$ cat src/rtl/lane_mask_sequencer.sv
// Accumulates a sticky lane-enable mask per group under a term budget and hands it off over valid/ready.
// Optional drop statistics output is enabled by defining LANE_MASK_STATS_EN.
module lane_mask_sequencer #(
    parameter int LANES     = 32,
    parameter int SEL_W     = 5,
    parameter int MAX_TERMS = 8,
    parameter int CNT_W     = 6
) (
    input  logic             clk,
    input  logic             reset,
    input  logic             clear,
    input  logic             in_valid,
    output logic             in_ready,
    input  logic [SEL_W-1:0] in_sel,
    input  logic             in_last,
    output logic             out_valid,
    input  logic             out_ready,
    output logic [LANES-1:0] out_mask,
    output logic [CNT_W-1:0] out_count,
`ifdef LANE_MASK_STATS_EN
    output logic [15:0]      drop_count,
`endif
    output logic             out_sat
);

    typedef enum logic {
        ACCUM = 1'b0,
        HOLD  = 1'b1
    } state_t;

    state_t             state_reg, state_next;
    logic [LANES-1:0]   mask_reg, mask_next;
    logic [CNT_W-1:0]   count_reg, count_next;
    logic               sat_reg, sat_next;
    logic [LANES-1:0]   sel_onehot;
    logic               sel_in_range;
    logic               sel_dup;
    logic               budget_left;
    logic               accept;

    // An out-of-range index decodes to all zeros, which doubles as the range check.
    generate
        for (genvar gi = 0; gi < LANES; gi++) begin : g_decode
            assign sel_onehot[gi] = (in_sel == SEL_W'(gi));
        end
    endgenerate

    assign sel_in_range = |sel_onehot;
    assign sel_dup      = |(sel_onehot & mask_reg);
    assign budget_left  = (count_reg < CNT_W'(MAX_TERMS));
    assign accept       = in_valid && (state_reg == ACCUM);

    always_comb begin
        state_next = state_reg;
        mask_next  = mask_reg;
        count_next = count_reg;
        sat_next   = sat_reg;
        if (clear) begin
            state_next = ACCUM;
            mask_next  = '0;
            count_next = '0;
            sat_next   = 1'b0;
        end else begin
            case (state_reg)
                ACCUM: begin
                    if (accept) begin
                        if (sel_in_range && !sel_dup) begin
                            if (budget_left) begin
                                mask_next  = mask_reg | sel_onehot;
                                count_next = count_reg + CNT_W'(1);
                            end else begin
                                sat_next = 1'b1;
                            end
                        end
                        if (in_last) begin
                            state_next = HOLD;
                        end
                    end
                end
                HOLD: begin
                    if (out_ready) begin
                        state_next = ACCUM;
                        mask_next  = '0;
                        count_next = '0;
                        sat_next   = 1'b0;
                    end
                end
                default: state_next = ACCUM;
            endcase
        end
    end

    always_ff @(posedge clk) begin
        if (reset) begin
            state_reg <= ACCUM;
            mask_reg  <= '0;
            count_reg <= '0;
            sat_reg   <= 1'b0;
        end else begin
            state_reg <= state_next;
            mask_reg  <= mask_next;
            count_reg <= count_next;
            sat_reg   <= sat_next;
        end
    end

`ifdef LANE_MASK_STATS_EN
    logic [15:0] drop_reg, drop_next;
    logic        drop_event;

    // A drop is an accepted, non-cleared beat that is out of range or blocked by the budget.
    assign drop_event = accept && !clear &&
                        (!sel_in_range || (!sel_dup && !budget_left));

    always_comb begin
        drop_next = drop_reg;
        if (drop_event && (drop_reg != 16'hFFFF)) begin
            drop_next = drop_reg + 16'd1;
        end
    end

    always_ff @(posedge clk) begin
        if (reset) begin
            drop_reg <= '0;
        end else begin
            drop_reg <= drop_next;
        end
    end

    assign drop_count = drop_reg;
`endif

    assign in_ready  = (state_reg == ACCUM);
    assign out_valid = (state_reg == HOLD);
    assign out_mask  = mask_reg;
    assign out_count = count_reg;
    assign out_sat   = sat_reg;

endmodule

$ cat config.mk
export PLATFORM = sky130hd
export DESIGN_NAME = lane_mask_sequencer
export DESIGN_NICKNAME = d
export VERILOG_FILES = /design/src/rtl/lane_mask_sequencer.sv
export SDC_FILE = /design/constraint.sdc
export NUM_CORES = 1
export LEC_CHECK = 0
export CORE_MARGIN = 4
export CORE_UTILIZATION = 25
export DETAILED_ROUTE_END_ITERATION = 10
export GPL_TIMING_DRIVEN = 0
export PLACE_DENSITY = 0.5
export SYNTH_ARGS = -nofsm -noshare
export SYNTH_HDL_FRONTEND = slang
export SYNTH_SLANG_ARGS = --single-unit
$ cat constraint.sdc
create_clock -name clk -period 4.1 [get_ports clk]
set_input_delay 1.025 -clock clk [delete_from_list [all_inputs] [get_ports clk]]
set_output_delay 1.025 -clock clk [all_outputs]
set_load 0.01 [all_outputs]
==> Yosys cells after proc, flatten, opt, wreduce, memory -nomap -nowiden <==
Index checks and enable logic that the tools add are counted.
{ "op_classes": {"add_sub_neg": 1, "n_lt_le_gt_ge": 1, "n_eq_ne": 36, "mux": 19, "n_bitwise": 3, "reduce_logical": 9} }
{ "ops": {"columns": ["operator", "count"], "rows": [
  ["$mux 32", 4],
  ["$eq 5x5->1 const B", 16],
  ["$pmux 32 s2", 1],
  ["$reduce_or 32->1", 2],
  ["$eq 5x4->1 const B", 8],
  ["$and 32x32->32", 1],
  ["$or 32x32->32", 1],
  ["$mux 6", 4],
  ["$eq 5x3->1 const B", 4],
  ["$pmux 6 s2", 1],
  ["$eq 5x2->1 const B", 2],
  ["$reduce_and 4->1", 2],
  ["$mux 1", 7],
  ["$add 6x1->6 const B", 1],
  ["$lt 6x4->1 const B", 1],
  ["$ne 2x1->1 const B", 3],
  ["$eq 5x1->1 const B", 1],
  ["$logic_not 5->1", 1],
  ["$ne 2x2->1 const B", 2],
  ["$pmux 1 s2", 2],
  ["$logic_and 1x1->1", 2],
  ["$reduce_or 2->1", 1],
  ["$logic_not 1->1", 1],
  ["$not 1->1", 1]
]} }
{ "totals": {"ff_bits": 40, "inputBits": 11, "output_inout_bits": 41, "wordCells": 73} }

==> Logic depth before layout (Yosys ltp) <==
Gate-level depths: netlist (run 1).
{ "logic_depth": {"word_depth": 8, "ltp_mapped": 10, "mapped_depth_nobuf": 6} }

==> Worst setup path before layout (run 1) <==
No wires, ideal clock.
{ "synth_timing": {"kind": "input to register", "startpoint": "in in_sel[3]", "endpoint": "reg mask_reg[22], in the netlist out_mask[22]", "setup_time_ps": 96, "arrival_ps": 2652, "t_required_ps": 4004, "setup_slack_ps": 1353, "cell_stages": 9, "n_path_buf": 3, "path_cell_list": "buf_2 buf_6 mux2i_1 o22ai_1 a2111oi_4 o211ai_4 buf_6 o21a_4 o41ai_2"} }
{ "synth_between": {"elab_chain_cells": 7, "elab_cells_between_ends": 44, "cone_classes": "eq/ne: 32; mux: 4; bitwise: 2; reduce/logical: 6"} }
{ "synth_lines": {"columns": ["item", "line_no", "rtl"], "rows": [
  ["start, declared", "14", "input logic [SEL_W-1:0] in_sel,"],
  ["$eq 5x1->1 (tied with other cells)", "44", "assign sel_onehot[gi] = (in_sel == SEL_W'(gi));"],
  ["$and 32x32->32", "49", "assign sel_dup = |(sel_onehot & mask_reg);"],
  ["$reduce_or 32->1", "49", null],
  ["$logic_not 1->1", "67", "if (sel_in_range && !sel_dup) begin"],
  ["$logic_and 1x1->1", "67", null],
  ["$ne 2x1->1 (no line)", null, null],
  ["$reduce_and 4->1 (no line)", null, null],
  ["end signal, assigned", "101", "mask_reg <= mask_next;"],
  ["end, declared", "32", "logic [LANES-1:0] mask_reg, mask_next;"]
]} }
Several ways; a longest one is shown, not always the timed one. The select of a mux whose other input is x is not followed.
A chain may end at the register's enable or synchronous reset.

==> Final worst setup path (run 1) <==
{ "layout_timing": {"startpoint": "in in_sel[3]", "endpoint": "reg mask_reg[16], in the netlist out_mask[16]"} }
Same word-level chain as after synthesis.

==> results of run 1 <==
==> cell usage in the layout, fill, tap and decap left out, types with 3 or more instances in the layout <==
master           instances
o41ai_2                  4
or3_1                    5
a21oi_1                 10
and3_1                   9
dfxtp_1                 40
a32o_1                  22
nor3_1                  11
clkdlybuf4s50_1         49
buf_2                    8
buf_6                    3
nand3_1                  7
clkbuf_1                 9
nand2_1                 14
mux2i_1                  8
inv_1                    4
nand2b_1                 4
a22o_1                   4
nor2_1                   6
nor4_1                   4
or3b_1                   3
clkbuf_8                 6
nand4b_1                 3
nor2b_1                  3
o22ai_1                  3
==> power by group through the flow <==
stage          clock (mW)  combinational (mW)  sequential [mW]
6_report            0.329               0.104            0.393
5_1_grt             0.354               0.113            0.393
4_1_cts             0.339               0.104            0.393
3_5_place_dp            0               0.103            0.402
3_3_place_gp            0               0.103            0.402
2_1_floorplan           0              0.0662            0.402
==> registers in the layout, indices dropped and copies added (netlist names) <==
name and flops:
out_sat 1, out_valid 1, out_count 6, out_mask 32
==> per-layer routing <==
metal,part of all wire,global-route usage,vias up,wire length [µm]
li1,-,-,960,-
met1,0.48,0.204,965,3310
met2,0.45,0.220,57,3120
met3,0.054,0.0299,7,368
met4,0.011,0.0332,0,74
met5,0,0,-,0
==> stage by stage <==
stage / power (mW) / std cells / util
finish: 0.826 / 381 / 0.346
global route: 0.861 / 381 / 0.346
CTS: 0.835 / 381 / 0.346
detailed placement: 0.505 / 373 / 0.333
global placement: 0.505 / 373 / 0.333
floorplan: 0.468 / 219 / -
==> kinds of logic (layout without fill, tap and decap cells) <==
kind of cell	count (synthesis)	in the layout
AOI/OAI and AO/OA	58	58
adders and majority gates	1	1
buffers and inverters	29	86
DFF	40	40
muxes	9	9
and+or+nand+nor	82	82
==> area by class of cell <==
type | instances | area share
Multi-Input combinational cell | 150 | 0.406
Sequential cell | 40 | 0.280
Timing Repair Buffer | 49 | 0.171
Buffer | 24 | 0.0516
Tap cell | 105 | 0.0459
Clock buffer | 5 | 0.0241
Clock inverter | 3 | 0.0149
Inverter | 5 | 0.00656
==> worst paths after layout <==
| path | startpoint | slack (ns) | cells after the start | endpoint |
|---|---|---|---|---|
| max reg2reg | out_mask[1] | 1.96 | 7 | out_mask[16] |
| max | in_sel[3] | 0.67 | 10 | out_mask[16] |
| min reg2reg | out_sat | 0.48 | 1 | out_sat |
| min | out_sat | 0.48 | 1 | out_sat |
==> synthesized netlist by cell type (5+ instances only) <==
library cell	count	share of area
a32o_1	22	0.10
clkbuf_1	9	0.016
or3_1	5	0.015
nand2_1	14	0.025
mux2i_1	8	0.038
nor3_1	11	0.026
nand3_1	7	0.016
a21oi_1	10	0.024
nor2_1	6	0.011
buf_2	8	0.019
dfxtp_1	40	0.38
and3_1	9	0.026
==> worst register-to-register path, delay by kind of cell (launching register included) <==
family	cells	cell delay (ns)
compound gates	4	0.81
flops	1	0.35
simple gates	1	0.33
mux	1	0.30
buf+inv	1	0.30
==> flow_summary.ini, run 1 <==
[floorplanning]
fp.dieW_um = 100
initial_core_util = 0.258
rows = 33
core_um2 = 8260
dieArea_um2 = 10000
ios = 52
die_y_um = 100

[setup_path]
path_class = in -> reg
cp-start-kind = primary input
path_buf_inv = 4
cpMostUsedCell = buf_2
path_max_fanout = 10
cpMaxStageDelayCell = clkdlybuf4s50_1
path_cells = clkdlybuf4s50_1, buf_2, buf_6, mux2i_1, o22ai_1, a2111oi_4, o211ai_4, o21ai_4, buf_2, a32o_1
cp.arrival_ns = 3.67
path_delay_family = buffers and inverters
max_stage_delay_ns = 0.51
cp.required_ns = 4.34
critPathCaptureType = register

[route]
drt-total-wl_um = 6870
drt_iter0_drc = 152
detail_route.wl_per_cell_um = 18.0
dr.pass1.iters = 4
ant_nets = 0
route.detailed.drc = 0
avgViaCountPerCell = 5.22
num_vias = 1989

[pwr]
p_leak_nw = 1.01
pwr-share-clk = 0.399
p_switching_mw = 0.216
cellInternalPower_mw = 0.610
power.density_nw_per_um2 = 289
switching_share = 0.261
p_seq_frac = 0.475
vdd_drop_max_mv = 0.182
p_comb_frac = 0.126

[synthesis]
synth_top_family_by_area = compound AO/OA/AOI/OAI gates
syn-num-nets = 231
ys_warn_count = 0
yosys.cell_types.count = 53
synthesis.area_um2 = 2130
synth_edf_count = 0
synthAdderAreaFrac = 0.00588
avgSynthCellArea_um2 = 9.71
synthFlopType = dfxtp_1
synth_compound_area_frac = 0.263
yosysSeqAreaShare = 0.376
synthMuxAreaShare = 0.0429
synthXorXnorAreaFrac = 0
yosys.area_share.simple = 0.234
synth-async-reset-ratio = 0
syn_inst = 219
ys_ff_latch = 40

[timing]
slew_headroom = 0.570
clock.fmax_mhz = 292
setup_violations = 0
tns_ns = 0
hold_ws_ns = 0.482
setup_slack_ns = 0.671
period_share = 0.836
fin_crit_ns = 3.43
slew_violations = 0
report.final.hold_viol_count = 0
worst_pin_slew_ns = 0.645
rsz0062_at_grt = false
fin_skew_ns = 0.00545

[global_route]
grt_use_total = 0.143
grt_pass1_vias = 2027
grt_start_max_net_pins = 14
gr-total-overflow = 0
antenna_found_initial = 0
grt_pass1_wl_um = 11300

[clocking]
clk_pin_slew_ns = 0.08
tritoncts = yes
postCtsSetupBuffers = 0
cts_buffer_depth = 2
clock_latency_ns = 0.30
cts_made_buffers = 5
cts.sinks = 40
hold_buffers = 0
root_buffer = clkbuf_8
cts_resized = 0
htree_num_levels = 2

[placed_design]
placed_cell_area_um2 = 2750
hpwl_um = 5160
dp_slack_ns = 0.393
place.gp.congestion = 0.866
io_buffers = 49

[finish]
drive_gt1_frac = 0.123
nets = 287
area_growth_pct = 34.5
multi_input_area_um2 = 1160
nFillCells = 889
antennaDiodeCount = 0
stdcell_area_um2 = 2860
seq_area_um2 = 801

[flow_run]
drv_cap = 0

[run_status]
status = completed

[hold_path]
holdCritPathClass = reg -> reg
Power figures use the tool's default switching activity.
==> inputs of run 2 (changes only) <==
PLACE_DENSITY = 0.52   (was 0.5)
clock period = 3.15 ns   (was 4.1 ns; I/O delays follow)
==> run 2 against run 1 <==
Against the previous run:
- critical path type unchanged
- cell area grew 2.0%
- critical path depth decreased by 1
- cell count is 0.52% higher
- highest routed layer unchanged
- count of clock-buffer cells in the layout up 2
==> flow_summary.ini, run 2 (synthesis gave the netlist of run 1 again) <==
[run_status]
status = completed

[placed_design]
io_buffers = 49
hpwl_um = 5050
place_inst = 373
dp_slack_ns = -0.310
place.gp.congestion = 0.828

[finish]
drive_gt1_frac = 0.129
nFillCells = 855
layout_common_cells = clkdlybuf4s50_1 (49), dfxtp_1 (40), a32o_1 (22)
multi_input_area_um2 = 1160
area_growth_pct = 37.2
fin_cells = 383
mostFrequentLayoutCell = clkdlybuf4s50_1
nets = 289
largest_reg_flops = 32
seq_area_um2 = 801
antennaDiodeCount = 0

[hold_path]
holdCritPathClass = reg -> reg

[clocking]
tritoncts = yes
hold_buffers = 0
cts_made_buffers = 5
cts_buffer_depth = 2
root_buffer = clkbuf_8
clock_latency_ns = 0.30
cts.sinks = 40
clk_pin_slew_ns = 0.08
htree_num_levels = 2

[pwr]
vdd_drop_max_mv = 0.165
power.density_nw_per_um2 = 386
p_leak_nw = 1.04

[setup_path]
cpMaxStageDelayCell = clkdlybuf4s50_1
cp-start-kind = primary input
cp-startpoint = in_sel[4]
r2r_end = out_mask[19]
path_cells = clkdlybuf4s50_1, buf_2, buf_2, o31ai_1, a2111oi_4, o211ai_4, buf_6, o21a_4, o41ai_2
path_max_fanout = 10
path_buf_inv = 4
path_delay_family = buffers and inverters
cpMostUsedCell = buf_2
rr_startpoint = out_mask[12]
cp.required_ns = 3.35
reg2reg_depth = 8
critPathCaptureType = register
cp.arrival_ns = 3.21
cp-endpoint = out_mask[9]
path_class = in -> reg
cp.depth = 9
max_stage_delay_ns = 0.52
r2r_slack_ns = 1.07

[timing]
slew_headroom = 0.548
setup_violations = 0
slew_violations = 0
rsz0062_at_grt = false
fin_crit_ns = 3.01
clock.fmax_mhz = 332
hold_ws_ns = 0.481
setup_slack_ns = 0.139
report.final.hold_viol_count = 0
tns_ns = 0
period_share = 0.956
worst_pin_slew_ns = 0.678
fin_skew_ns = 0.00333

[global_route]
gr-total-overflow = 0
grt_pass1_vias = 1989
grt_use_total = 0.138
grt_start_max_net_pins = 13
grt_pass1_wl_um = 10900
antenna_found_initial = 0

[route]
num_vias = 2006
detail_route.wl_per_cell_um = 17.8
route.detailed.drc = 0
drt-total-wl_um = 6830
ant_nets = 0
avgViaCountPerCell = 5.24
dr.pass1.iters = 4
drt_iter0_drc = 115

[floorplanning]
initial_core_util = 0.258
ios = 52
core_um2 = 8260
die_y_um = 100
fp.dieW_um = 100
rows = 33
dieArea_um2 = 10000

[flow_run]
drv_cap = 0
-- run 2: how the worst min path moves through the flow --
stage,startpoint,endpoint,slack (ns),cells after the start
global route,out_count[3],out_count[3],0.50,2
global placement,out_sat,out_sat,0.45,1
detailed placement,out_sat,out_sat,0.47,1
finish,out_sat,out_sat,0.48,1
CTS,out_count[3],out_count[3],0.48,2
floorplan,out_count[3],out_count[3],0.50,2
-- run 2: per-stage QoR --
step           instance area (µm²)  power, mW   util
6_report                      2920       1.13  0.353
3_5_place_dp                  2750      0.657  0.333
2_1_floorplan                 2130      0.610      -
3_3_place_gp                  2750      0.658  0.333
5_1_grt                       2920       1.17  0.353
4_1_cts                       2880       1.13  0.349
-- run 2: layer usage --
| metal | wire, µm | GRT usage |
|---|---|---|
| met4 | 78 | 0.0383 |
| met2 | 3120 | 0.212 |
| met3 | 362 | 0.0341 |
| met1 | 3270 | 0.193 |
| met5 | 0 | 0 |
-- run 2: where the power goes --
part	total, mW	switching, mW	internal [mW]
clock	0.470	0.190	0.280
sequential	0.511	0.00313	0.508
combinational	0.146	0.0857	0.0599
-- run 2: cell type report --
cell class,count,share of cell area
Buffer,24,0.0557
Sequential cell,40,0.274
Clock buffer,7,0.0330
Inverter,5,0.00643
Tap cell,105,0.0450
Multi-Input combinational cell,150,0.398
Clock inverter,1,0.0103
Timing Repair Buffer,51,0.178
-- run 2: worst register-to-register path, cell delays in order, from the launching register on --
cell	delay, ns
dfxtp_1	0.36
or3b_1	0.35
a211oi_1	0.38
a2111oi_4	0.10
o211ai_4	0.13
o21ai_4	0.09
buf_12	0.16
buf_6	0.14
a32o_1	0.25
-- run 2: repair_timing --
item | 4_1_cts | 5_1_grt
buffers inserted | 0 | 2
pin swaps | 0 | 2
endpoints found under the setup margin | 6 | 27
resized for setup | 2 | 3
